$ cat config.mk
export PLATFORM = sky130hd
export DESIGN_NAME = dmem_host_loader
export DESIGN_NICKNAME = d
export VERILOG_FILES = /design/src/rtl/dmem_host_loader.sv
export SDC_FILE = /design/constraint.sdc
export NUM_CORES = 1
export LEC_CHECK = 0
export BUFFER_PORTS_ARGS = -buffer_cell sky130_fd_sc_hd__buf_2
export CAP_MARGIN = 10
export CORE_MARGIN = 2
export CORE_UTILIZATION = 25
export CTS_BUF_LIST = sky130_fd_sc_hd__clkbuf_2 sky130_fd_sc_hd__clkbuf_4 sky130_fd_sc_hd__clkbuf_8
export DETAILED_ROUTE_END_ITERATION = 8
export GPL_ROUTABILITY_DRIVEN = 0
export GPL_TIMING_DRIVEN = 0
export HOLD_SLACK_MARGIN = 0.15
export SETUP_SLACK_MARGIN = 0.1
export SYNTH_ARGS = -nofsm -noshare
export SYNTH_HDL_FRONTEND = slang
export SYNTH_SLANG_ARGS = --single-unit
$ cat constraint.sdc
create_clock -name clk -period 6.3 [get_ports clk]
set_input_delay 1.89 -clock clk [delete_from_list [all_inputs] [get_ports clk]]
set_output_delay 1.89 -clock clk [all_outputs]
set_load 0.01 [all_outputs]
$ cat src/rtl/dmem_host_loader.sv
// Host-side loader for the CPU data memory. It keeps the CPU in reset while it
// streams words in from the host, lets the CPU run for a fixed number of cycles,
// then puts the CPU back in reset and streams result words out to the host.
module dmem_host_loader #(
  parameter int unsigned N_LOAD     = 16,
  parameter int unsigned N_DUMP     = 16,
  parameter int unsigned RUN_CYCLES = 1000,
  parameter logic [31:0] LOAD_BASE  = 32'h0,
  parameter logic [31:0] DUMP_BASE  = 32'h0,
  parameter int unsigned ADDR_STEP  = 4
) (
  input  logic        clk,
  input  logic        rst,
  input  logic        start,
  input  logic        in_valid,
  output logic        in_ready,
  input  logic [31:0] in_data,
  output logic        cpu_rst,
  output logic        ext_memwr_sgn,
  output logic [31:0] ext_datamem_wr,
  output logic [31:0] ext_datamem_rd,
  input  logic [31:0] read_data,
  output logic        out_valid,
  input  logic        out_ready,
  output logic [31:0] out_data,
  output logic        busy,
  output logic        done
);

  localparam int unsigned LOAD_W = $clog2(N_LOAD + 1);
  localparam int unsigned DUMP_W = $clog2(N_DUMP + 1);
  localparam int unsigned RUN_W  = $clog2(RUN_CYCLES + 1);
  localparam logic [31:0] STEP   = 32'(ADDR_STEP);

  typedef enum logic [2:0] {
    S_IDLE,
    S_LOAD,
    S_DRAIN,
    S_RUN,
    S_DUMP_ADDR,
    S_DUMP_OUT,
    S_DONE
  } state_t;

  state_t            state_q, state_d;
  logic [LOAD_W-1:0] load_cnt_q, load_cnt_d;
  logic [DUMP_W-1:0] dump_cnt_q, dump_cnt_d;
  logic [RUN_W-1:0]  run_cnt_q, run_cnt_d;

  logic        in_ready_d;
  logic        cpu_rst_d;
  logic        memwr_d;
  logic [31:0] wr_d;
  logic [31:0] rd_d;
  logic        out_valid_d;
  logic [31:0] out_data_d;
  logic        busy_d;
  logic        done_d;

  // State, counters and all outputs are registered here.
  always_ff @(posedge clk or posedge rst) begin
    if (rst) begin
      state_q        <= S_IDLE;
      load_cnt_q     <= '0;
      dump_cnt_q     <= '0;
      run_cnt_q      <= '0;
      in_ready       <= 1'b0;
      cpu_rst        <= 1'b1;
      ext_memwr_sgn  <= 1'b0;
      ext_datamem_wr <= 32'h0;
      ext_datamem_rd <= 32'h0;
      out_valid      <= 1'b0;
      out_data       <= 32'h0;
      busy           <= 1'b0;
      done           <= 1'b0;
    end else begin
      state_q        <= state_d;
      load_cnt_q     <= load_cnt_d;
      dump_cnt_q     <= dump_cnt_d;
      run_cnt_q      <= run_cnt_d;
      in_ready       <= in_ready_d;
      cpu_rst        <= cpu_rst_d;
      ext_memwr_sgn  <= memwr_d;
      ext_datamem_wr <= wr_d;
      ext_datamem_rd <= rd_d;
      out_valid      <= out_valid_d;
      out_data       <= out_data_d;
      busy           <= busy_d;
      done           <= done_d;
    end
  end

  // Next-state and next-output logic; the write strobe is a one-cycle pulse per accept.
  always_comb begin
    state_d     = state_q;
    load_cnt_d  = load_cnt_q;
    dump_cnt_d  = dump_cnt_q;
    run_cnt_d   = run_cnt_q;
    in_ready_d  = in_ready;
    cpu_rst_d   = cpu_rst;
    memwr_d     = 1'b0;
    wr_d        = ext_datamem_wr;
    rd_d        = ext_datamem_rd;
    out_valid_d = out_valid;
    out_data_d  = out_data;
    busy_d      = busy;
    done_d      = done;

    case (state_q)
      S_IDLE, S_DONE: begin
        if (start) begin
          state_d    = S_LOAD;
          load_cnt_d = '0;
          in_ready_d = 1'b1;
          busy_d     = 1'b1;
          done_d     = 1'b0;
        end
      end

      S_LOAD: begin
        if (in_valid && in_ready) begin
          memwr_d    = 1'b1;
          wr_d       = in_data;
          rd_d       = LOAD_BASE + 32'(load_cnt_q) * STEP;
          load_cnt_d = load_cnt_q + LOAD_W'(1);
          if (load_cnt_q == LOAD_W'(N_LOAD - 1)) begin
            in_ready_d = 1'b0;
            state_d    = S_DRAIN;
          end
        end
      end

      // Final write is on the port this cycle; the port is parked before the CPU wakes.
      S_DRAIN: begin
        state_d   = S_RUN;
        cpu_rst_d = 1'b0;
        run_cnt_d = '0;
        wr_d      = 32'h0;
        rd_d      = 32'h0;
      end

      S_RUN: begin
        if (run_cnt_q == RUN_W'(RUN_CYCLES - 1)) begin
          state_d    = S_DUMP_ADDR;
          cpu_rst_d  = 1'b1;
          dump_cnt_d = '0;
          rd_d       = DUMP_BASE;
        end else begin
          run_cnt_d = run_cnt_q + RUN_W'(1);
        end
      end

      // Memory read is combinational from the address registered on entry.
      S_DUMP_ADDR: begin
        out_data_d  = read_data;
        out_valid_d = 1'b1;
        state_d     = S_DUMP_OUT;
      end

      S_DUMP_OUT: begin
        if (out_ready) begin
          out_valid_d = 1'b0;
          dump_cnt_d  = dump_cnt_q + DUMP_W'(1);
          if (dump_cnt_q == DUMP_W'(N_DUMP - 1)) begin
            state_d = S_DONE;
            busy_d  = 1'b0;
            done_d  = 1'b1;
            rd_d    = 32'h0;
          end else begin
            state_d = S_DUMP_ADDR;
            rd_d    = ext_datamem_rd + STEP;
          end
        end
      end

      default: begin
        state_d = S_IDLE;
      end
    endcase
  end

endmodule
### Yosys cells after proc, flatten, opt, wreduce, memory -nomap -nowiden

Cells that the tools add are included.

* shift operators: 0
* reductions and logical operators: 20
* bitwise operators: 0
* div/mod/pow operators: 0
* multiplexer cells: 39
* $add $sub $neg: 4
* eq/ne operators: 16
* $lt $le $gt $ge: 0
* multiply operators: 0

Operator list (number)
* $mux W32: 5
* $pmux W32 S4: 1
* $pmux W32 S2: 1
* $add A32 B3 Y32 const B: 1
* $mux W5: 4
* $pmux W10 S2: 1
* $pmux W5 S2: 2
* $pmux W3 S6: 1
* $mux W3: 5
* $ne A2 B2 Y1 const B: 7
* $mux W1: 12
* $reduce_and A4 Y1: 3
* $reduce_bool A2 Y1: 6
* $add A10 B1 Y10 const B: 1
* $add A5 B1 Y5 const B: 2
* $eq A10 B10 Y1 const B: 1
* $eq A5 B4 Y1 const B: 2
* $mux W10: 1
* $pmux W1 S2: 5
* $eq A3 B3 Y1 const B: 3
* $reduce_and A2 Y1: 4
* $eq A3 B2 Y1 const B: 2
* $reduce_and A3 Y1: 2
* $reduce_and A5 Y1: 1
* other kinds (6): 6

* input port bits: 69
* output and inout port bits: 102
* bits in read-only memories: 0
* bits in registers: 125
* latch bits: 0
* word-level logic and storage cells: 92
* memories: 0
* bits in writable memories: 0

### Depth between registers and ports, before layout

Gate-level depths: netlist (run 1).

* depth in word-level cells: 4
* depth in mapped cells: 9
* depth with buffers taken out: 8

### Least setup slack after synthesis (run 1)

No wires, ideal clock.

* path type: input to register
* start point: input out_ready
* end point: register ext_datamem_rd[10]
* slack: 3394 ps
* buffers on the path: 1
* required time: 6166 ps
* arrival: 2772 ps
* stages: 6
* library setup time: 134 ps
* cells stage by stage: nand3b_1 a21boi_0 o21bai_4 buf_4 o21ai_0 o41ai_1

* cells in the longest elaborated chain, start to end: 2

RTL lines
* start: declaration: RTL line 24 `input logic out_ready,`
* $ne A2 B2 Y1 (no source line)
* $reduce_and A4 Y1 (no source line)
* end signal: assignment: RTL line 85 `ext_datamem_rd <= rd_d;`
* end: declaration: RTL line 21 `output logic [31:0] ext_datamem_rd,`

No other way between the ends.
A chain may end at the register's enable or synchronous reset.

### Worst setup path in the final report (run 1)

* start point: register ext_datamem_rd[17]
* end point: output ext_datamem_rd[17]

No word-level cell between the ends.

==> flow_summary.ini, run 1 <==
[die]
start_util_pct = 25.3
num_rows = 56
fp.dieH_um = 158
die-width_um = 158
core_sq_mm = 0.0233
io_pins = 171
dieArea_sq_mm = 0.0249

[status]
outcome = completed

[critical_path]
crit_path_end = ext_datamem_rd[17]
reg2reg_slack_ps = 3870
r2r_end = ext_datamem_rd[10]
worst-path-stages = 1
path_buf_inv = 1
crit_path_top_delay_cell = dfrtp_1
rr_startpoint = dump_cnt_q[0]
path_class = register to output pin
crit_required_ps = 4410
cp_slowest_stage_delay_ps = 500
critPathTopFamily = flip-flops
crit_start = ext_datamem_rd[17]
cp-start-kind = register
arrival_ps = 1130
endpoint_kind = output pin
worstPathMaxFanout = 8
r2r_cells = 8
cp_cell_sequence = buf_2

[clock_tree]
hold_buffers = 0
cts_buffer_depth = 2
htreeDepth = 4
post_cts_buffers = 0
path_clk_slew_ps = 90
cts.sinks = 123
cts_root_buf = clkbuf_8
insertion_delay_ps = 440
cts_made_buffers = 17
post_cts_resized = 0
cts_tree = built

[grt]
grt_pass1_wl_um = 26000
grt_max_degree = 76
first_global_vias = 4988
grt-ovfl-total = 0
track_usage_pct = 13.4
antenna_found_initial = 1

[sta]
finalHoldViolations = 0
worstMarginPinSlew_ps = 642
max_freq_mhz = 331
relSlewSlack_pct = 56.9
rsz0062_at_grt = false
setup_viol = 0
finalCriticalPeriod_ps = 3020
period_share_pct = 47.9
clock_skew_ps = 17.6
drv_slew = 0

[power]
power.net_switching_uw = 1150
power_density_mw_per_mm2 = 394
finalPower_uw = 2980
static-leakage-power_uw = 0.00355
pwr-share-clk_pct = 23.3
seq_power_share_pct = 39.5
intPower_uw = 1830
pwr-share-comb_pct = 37.2
p_sw_share_pct = 38.5
peakVddDrop_mv = 0.242

[synth]
synth_area_sq_mm = 0.00590
synth-edff-count = 0
synthArstFlopShare_pct = 100
syn_inst = 593
synth_cell_type_count = 61
ys_seq_area_share_pct = 52.2
synthFlopType = dfrtp_1
avgSynthCellArea_sq_um = 9.95
ys_seq_elements = 123
yosys_warnings = 0

[routing]
wire_per_inst_um = 14.7
drc = 0
wirelength_um = 16400
viasPerCell = 4.63
via_count = 5166
drt_iter0_markers = 292
dr.pass1.iters = 4
ant_nets = 0

[finish]
fillers = 2488
stdcell_count = 1115
drive_above_1_share_pct = 34.7
final_common_cell = buf_2
layout_common_cells = buf_2 (184), dfrtp_1 (122), nand2_1 (95)
fin_nets = 859
seq_area_sq_mm = 0.00308
area_growth_pct = 28.1
multi_input_area_sq_mm = 0.00260

[run]
maxCapViolations = 0

[worst_hold_path]
min_path_type = register to register

[placement]
numPlacedInstances = 1082
hpwl_um = 11600
io_buffers = 168
[flip-flops by register name (all words and copies together), names as in the netlist]
register        flops
load_cnt_q          5
ext_datamem_rd     30
out_valid           1
dump_cnt_q          5
state_q             3
ext_datamem_wr     32
in_ready            1
busy                1
run_cnt_q          10
done                1
out_data           32
cpu_rst             1
ext_memwr_sgn       1
[through the flow]
step	area [sq um]	TNS (ps)	hold slack (ps)	worst slack (ps)	utilization (%)
final	7560	0	490	3280	32.4
after global routing	7560	0	520	3190	32.4
after CTS	7560	0	502	3240	32.4
after detailed placement	7180	0	473	3040	30.8
after global placement	7150	-69220	456	-581	30.6
after floorplan	5910	0	465	1140	-
[power by group through the flow]
stage | Combinational (uW) | Sequential [uW] | Clock, uW
floorplan | 589 | 1280 | 0
global placement | 1110 | 1180 | 0
detailed placement | 1130 | 1190 | 0
CTS | 1120 | 1180 | 721
global route | 1250 | 1220 | 755
finish | 1110 | 1180 | 695
[Yosys cell counts, types with 2 or more instances]
cell type,n,share of area [%]
ha_1,8,1.7
o21ai_0,79,6.7
mux2_2,35,6.7
a31oi_1,11,1.2
o31ai_1,10,1.3
nor2b_1,4,0.42
mux2i_1,3,0.51
nand2_1,95,6.0
buf_4,7,0.89
o311ai_0,3,0.45
and3_2,2,0.25
nand3b_1,5,0.64
xor2_1,6,0.89
nor2_1,31,2.0
and3_1,10,1.1
a41oi_1,4,0.59
nor3_2,3,0.51
and2_1,6,0.64
and4_1,2,0.30
nor4_1,2,0.21
o21ai_1,7,0.59
o221ai_1,2,0.30
nor3b_1,2,0.25
clkbuf_1,10,0.64
inv_1,9,0.57
buf_6,2,0.38
nor3_1,4,0.34
a21o_1,3,0.38
buf_2,16,1.4
dfrtp_1,122,52
nand4_1,24,2.5
or3_1,7,0.74
and4_2,2,0.34
nand3_1,17,1.4
a21oi_1,14,1.2
[kinds of logic (layout without fill, tap and decap cells)]
logic type	Yosys count	count (layout)	share of synthesized area, %
and+or+nand+nor	222	222	18.6
AOI/OAI and AO/OA	149	149	15.3
DFF	123	123	52.2
buffers and inverters	45	246	3.90
muxes	38	38	7.19
adders and majority gates	8	8	1.70
xor gates and xnor gates	7	7	1.04
other	1	3	0.0635
[layout make-up]
class	instances	share of cell area (%)
clock inverters	12	1.51
repair buffers	169	11.5
well taps	319	5.28
clock buffers	20	3.56
multi-input cells	426	34.3
flip-flops and latches	123	40.7
plain buffers	35	2.55
diodes	1	0.0331
inverters	10	0.562
[layer usage]
layer | part of all wire, % | track usage (%) | vias up
li1 | - | - | 2517
met1 | 44 | 17.7 | 2480
met2 | 47 | 20.4 | 157
met3 | 8.1 | 4.90 | 12
met4 | 0.90 | 3.85 | 0
met5 | 0 | 0 | -
[worst min-delay path by stage]
stage / from / to / slack (ps) / cells past startpoint
global placement: out_valid / out_valid / 460 / 1
global route: out_data[7] / out_data[7] / 520 / 1
CTS: out_valid / out_valid / 500 / 1
floorplan: dump_cnt_q[4] / dump_cnt_q[4] / 460 / 2
finish: out_valid / out_valid / 490 / 1
detailed placement: out_valid / out_valid / 470 / 1
No activity file was read; power rests on OpenSTA's default activity.
==> run 2: changes to the inputs <==
--- a/config.mk
+++ b/config.mk
@@ -5,6 +5,7 @@
 export SDC_FILE = /design/constraint.sdc
 export NUM_CORES = 1
 export LEC_CHECK = 0
+export ABC_AREA = 1
 export BUFFER_PORTS_ARGS = -buffer_cell sky130_fd_sc_hd__buf_2
 export CAP_MARGIN = 10
 export CORE_MARGIN = 2
==> constraint.sdc (replaced) <==
create_clock -name clk -period 3.05 [get_ports clk]
set_input_delay 0.915 -clock clk [delete_from_list [all_inputs] [get_ports clk]]
set_output_delay 0.915 -clock clk [all_outputs]
set_load 0.01 [all_outputs]
==> flow_summary.ini, run 2 <==
[status]
outcome = completed

[power]
finalPower_uw = 3530
power_density_mw_per_mm2 = 455
static-leakage-power_uw = 0.00408
peakVddDrop_mv = 0.240

[critical_path]
cp-start-kind = register
worstPathMaxFanout = 7
r2r_end = ext_datamem_rd[28]
path_class = register to register
arrival_ps = 2410
cp_slowest_stage_delay_ps = 470
critPathTopFamily = simple AND/OR/NAND/NOR gates
r2r_cells = 10
crit_required_ps = 3390
rr_startpoint = ext_datamem_rd[2]
path_buf_inv = 0
reg2reg_slack_ps = 980
cp_cell_sequence = ha_1 -> nand2_1 -> nor2_1 -> nand2_1 -> nor2_1 -> nand3_1 -> nor2_1 -> nand3_1 -> nand2_1 -> nor2_1
crit_path_top_delay_cell = dfrtp_1
cp_common_cell = nor2_1
endpoint_kind = register

[sta]
period_share_pct = 67.8
relSlewSlack_pct = 47.9
worst_slack_ps = 983
max_freq_mhz = 484
rsz0062_at_grt = false
finalCriticalPeriod_ps = 2070
tns_ps = 0
clock_skew_ps = 17.7
drv_slew = 0
finalHoldViolations = 0
worstMarginPinSlew_ps = 779
setup_viol = 0

[clock_tree]
insertion_delay_ps = 440
cts_made_buffers = 17
post_cts_resized = 0
hold_buffers = 0
post_cts_buffers = 0
htreeDepth = 4
cts.sinks = 123
cts_tree = built
cts_root_buf = clkbuf_8
cts_buffer_depth = 2
path_clk_slew_ps = 80

[synth]
yosysTopAreaCell = dfrtp_1
synthFlopType = dfrtp_1
synth_area_sq_mm = 0.00598
synth_top_area_share_pct = 51.0
avgSynthCellArea_sq_um = 8.43
synth_area_leaders = dfrtp_1 (51%), nand2_1 (12%), nand3_1 (6.4%)
syn_inst = 710
synth-edff-count = 0
ys_seq_elements = 123
synth_cell_type_count = 35
synthMostInstantiatedCell = nand2_1
yosys_warnings = 0
ys_top_cells_by_count = nand2_1 (189), dfrtp_1 (122), nor2_1 (92), nand3_1 (76), inv_1 (56)
synthArstFlopShare_pct = 100
ys_seq_area_share_pct = 51.5

[finish]
drive_above_1_share_pct = 30.4
layout_common_cells = nand2_1 (189), buf_2 (180), dfrtp_1 (122)
stdcell_count = 1233
fin_nets = 978
reg.largest.list = ext_datamem_wr: 32 flops, out_data: 32 flops, ext_datamem_rd: 30 flops
final_common_cell = nand2_1
fin_util_pct = 33.1
antenna_cells = 0
area_growth_pct = 29.7

[grt]
track_usage_pct = 13.1
grt_max_degree = 39
first_global_vias = 5390
grt-ovfl-total = 0
antenna_found_initial = 0
grt_pass1_wl_um = 26800

[routing]
viasPerCell = 4.32
dr.pass1.iters = 5
wirelength_um = 16000
drt_iter0_markers = 235
via_count = 5332
ant_nets = 0
drc = 0
wire_per_inst_um = 13.0

[placement]
hpwl_um = 12100
place_ws_ps = 752
io_buffers = 168
numPlacedInstances = 1201

[die]
start_util_pct = 25.5
core_sq_mm = 0.0235
io_pins = 171
die-width_um = 159
fp.dieH_um = 159
num_rows = 56
dieArea_sq_mm = 0.0252

[worst_hold_path]
min_path_type = register to register
holdPathEnd = done
min_from = done
holdPathStages = 1

[run]
maxCapViolations = 0
run 2: cell count changes in the layout (fill, tap and decap cells not counted), moves of 6 or more:
cell,delta
nor2_1,+61
nand4_1,-15
clkbuf_1,-10
o21ai_0,-58
nand2_1,+94
nand3_1,+59
inv_1,+47
a31oi_1,-11
and3_1,-10
or3_1,-7
a21oi_1,+12
o31ai_1,-10
and2_1,-6
run 2: layer usage:
| metal | wire, um | GRT usage [%] |
|---|---|---|
| met5 | 0 | 0 |
| met2 | 7940 | 22.3 |
| met3 | 716 | 3.40 |
| met4 | 285 | 5.42 |
| met1 | 7070 | 15.7 |
run 2: worst max-delay path by stage:
stage                       from                  to  depth (start not counted)
6_report       ext_datamem_rd[2]  ext_datamem_rd[28]                         10
5_1_grt        ext_datamem_rd[2]  ext_datamem_rd[24]                         10
4_1_cts        ext_datamem_rd[2]  ext_datamem_rd[28]                         10
3_5_place_dp            in_valid  ext_datamem_wr[16]                          7
3_3_place_gp                 rst  ext_datamem_wr[27]                          2
2_1_floorplan                rst                busy                          1
run 2: cell families (layout without fill, tap and decap cells):
| group | count (synthesis) | count (layout) | synth area share (%) |
|---|---|---|---|
| muxes | 33 | 33 | 6.19 |
| adders and majority gates | 8 | 8 | 1.67 |
| buffers and inverters | 84 | 287 | 6.15 |
| other | 1 | 2 | 0.0627 |
| AOI/OAI and AO/OA | 62 | 62 | 5.48 |
| and+or+nand+nor | 393 | 393 | 28.1 |
| DFF | 123 | 123 | 51.5 |
| xor gates and xnor gates | 6 | 6 | 0.878 |
run 2: through the flow:
step / instance area, sq um / hold slack [ps]
floorplan: 5990 / 479
global placement: 7230 / 454
detailed placement: 7290 / 474
CTS: 7760 / 492
global route: 7760 / 497
finish: 7760 / 486
run 2: layout make-up:
type                       instances  area, sq um
tap                              319          399
sequential                       123         3080
multi-input combinational        504         2540
fill                            2498        15700
timing repair buffer             171          901
inverter                          63          240
clock inverter                    11          191
clock buffer                      21          277
buffer                            21          131
run 2: report_power, final:
group	internal (uW)	total (uW)	switching, uW
Combinational	71.3	146	74.2
Clock	1030	1720	691
Sequential	1650	1660	10.6
==> run 3: changes to the inputs <==
--- a/config.mk
+++ b/config.mk
@@ -5,7 +5,7 @@
 export SDC_FILE = /design/constraint.sdc
 export NUM_CORES = 1
 export LEC_CHECK = 0
-export ABC_AREA = 1
+export ABC_AREA = 0
 export BUFFER_PORTS_ARGS = -buffer_cell sky130_fd_sc_hd__buf_2
 export CAP_MARGIN = 10
 export CORE_MARGIN = 2
==> constraint.sdc (replaced) <==
create_clock -name clk -period 1.86 [get_ports clk]
set_input_delay 0.558 -clock clk [delete_from_list [all_inputs] [get_ports clk]]
set_output_delay 0.558 -clock clk [all_outputs]
set_load 0.01 [all_outputs]
==> flow_summary.ini, run 3 (synthesized netlist as in run 1, its figures left out) <==
[routing]
dr.pass1.iters = 5
viasPerCell = 4.73
via_count = 5554
drt_iter0_markers = 238
ant_nets = 0
drc = 0
wirelength_um = 17700
wire_per_inst_um = 15.1

[placement]
hpwl_um = 11700
io_buffers = 168

[sta]
tns_ps = -140
rsz0062_at_grt = true
relSlewSlack_pct = 66.8
setup_viol = 7
clock_skew_ps = 13.9
max_freq_mhz = 525
finalHoldViolations = 0
period_share_pct = 102
worstMarginPinSlew_ps = 497
drv_slew = 0
worst_slack_ps = -43.9
holdWs_ps = 312
finalCriticalPeriod_ps = 1900

[critical_path]
worstPathMaxFanout = 6
cp_cell_sequence = ha_2 -> and3_4 -> ha_4 -> nor2_4 -> and3_4 -> nand2_8 -> or4_4 -> nand3_2
cp_slowest_stage_delay_ps = 420
path_class = register to register
path_buf_inv = 0
endpoint_kind = register
cp_common_cell = and3_4
rr_startpoint = dump_cnt_q[1]
crit_path_top_delay_cell = or4_4
crit_start = dump_cnt_q[1]
crit_required_ps = 2250
arrival_ps = 2300
critPathTopFamily = simple AND/OR/NAND/NOR gates
cp-start-kind = register

[grt]
track_usage_pct = 13.7
use_met3_pct = 4.87
grt_pass1_wl_um = 26900
globalRouteMet2Util_pct = 21.6
first_global_vias = 5292
grt-busiest-layer = met2
grt_max_degree = 39
grt-ovfl-total = 0
antenna_found_initial = 2
grtUsageMet1_pct = 17.6

[power]
pwr-share-clk_pct = 20.2
p_sw_share_pct = 38.8
power.net_switching_uw = 4270
seq_power_share_pct = 36.4
peakVddDrop_mv = 0.718
intPower_uw = 6720
static-leakage-power_uw = 0.00403
pwr-share-comb_pct = 43.4
power_density_mw_per_mm2 = 1270

[worst_hold_path]
min_from = in_data[10]
min_path_type = primary input to register

[die]
start_util_pct = 25.3
core_sq_mm = 0.0233
dieArea_sq_mm = 0.0249
die-width_um = 158
io_pins = 171
fp.dieH_um = 158
num_rows = 56

[finish]
fillers = 2365
drive_above_1_share_pct = 48.4
area_growth_pct = 46.9
reg.largest.list = ext_datamem_wr: 32 flops, out_data: 32 flops, ext_datamem_rd: 30 flops
final_common_cell = buf_2
fin_nets = 918
layout_common_cells = buf_2 (168), dfrtp_1 (114), nand2_1 (92)

[clock_tree]
cts_tree = built
cts.sinks = 123
insertion_delay_ps = 450
path_clk_slew_ps = 90
htreeDepth = 4
cts_buffer_depth = 2
cts_root_buf = clkbuf_8
cts_made_buffers = 17

[status]
violations = negative setup slack
outcome = finished, violations left

[run]
maxCapViolations = 0
-- run 3: cell count changes in the layout (fill, tap and decap cells not counted), moves of 16 or more --
cell     change
nand2_1     -97
nor2_1      -67
o21ai_1     +17
buf_6       +16
inv_1       -48
a21oi_1     -16
nand3_1     -64
buf_4       +56
o21ai_0     +34
-- run 3: worst min-delay path, stage by stage --
cell and delay, ps:
buf_2 70, nand2_1 30, o21ai_0 50
-- run 3: power by group through the flow --
stage	sequential, uW	combinational (uW)	clock (uW)
2_1_floorplan	4330	2020	0
3_3_place_gp	4030	3770	0
3_5_place_dp	4040	3840	0
4_1_cts	3990	4230	2310
5_1_grt	4110	5260	2430
6_report	4000	4770	2220
-- run 3: timing repair --
| item | in CTS | in global routing |
|---|---|---|
| pin swaps | 10 | 26 |
| gates cloned | 1 | 3 |
| hold endpoints to repair | 18 | 0 |
| hold buffers | 1 | 0 |
| gates resized for setup | 71 | 92 |
| setup buffers | 18 | 34 |
| endpoints found under the setup margin | 103 | 114 |
-- run 3: worst paths after layout --
path,slack (ps),to,cells after the start
setup / recovery,-40,ext_datamem_rd[21],8
hold / removal,310,ext_datamem_wr[10],3
setup reg to reg,-40,ext_datamem_rd[21],8
hold reg to reg,500,done,2
max in group asynchronous,340,ext_datamem_wr[26],5
min in group asynchronous,700,ext_datamem_rd[27],3
-- run 3: final cells by class --
cell class / count / area (sq um) / share of cell area, %
diodes: 1 / 2.50 / 0.0289
clock buffers: 18 / 248 / 2.86
inverters: 10 / 45.0 / 0.519
well taps: 319 / 399 / 4.60
clock inverters: 14 / 113 / 1.30
flip-flops and latches: 123 / 3090 / 35.6
repair buffers: 228 / 1400 / 16.1
multi-input cells: 426 / 3020 / 34.9
plain buffers: 35 / 354 / 4.08
-- run 3: routing by layer --
metal	wire length (um)	vias up
met5	7	-
met3	1310	26
met4	253	2
met1	7840	2690
li1	-	2642
met2	8340	194
-- run 3: per-stage QoR --
stage | worst slack (ps) | instances | power (uW) | utilization [%] | instance area (sq um)
finish | -43.9 | 1174 | 11000 | 37.2 | 8670
global route | -118 | 1173 | 11800 | 37.2 | 8670
CTS | -41.3 | 1136 | 10500 | 34.5 | 8040
detailed placement | -268 | 1084 | 7880 | 31.2 | 7290
global placement | -1170 | 1081 | 7790 | 31.0 | 7230
floorplan | -208 | 594 | 6350 | - | 5990
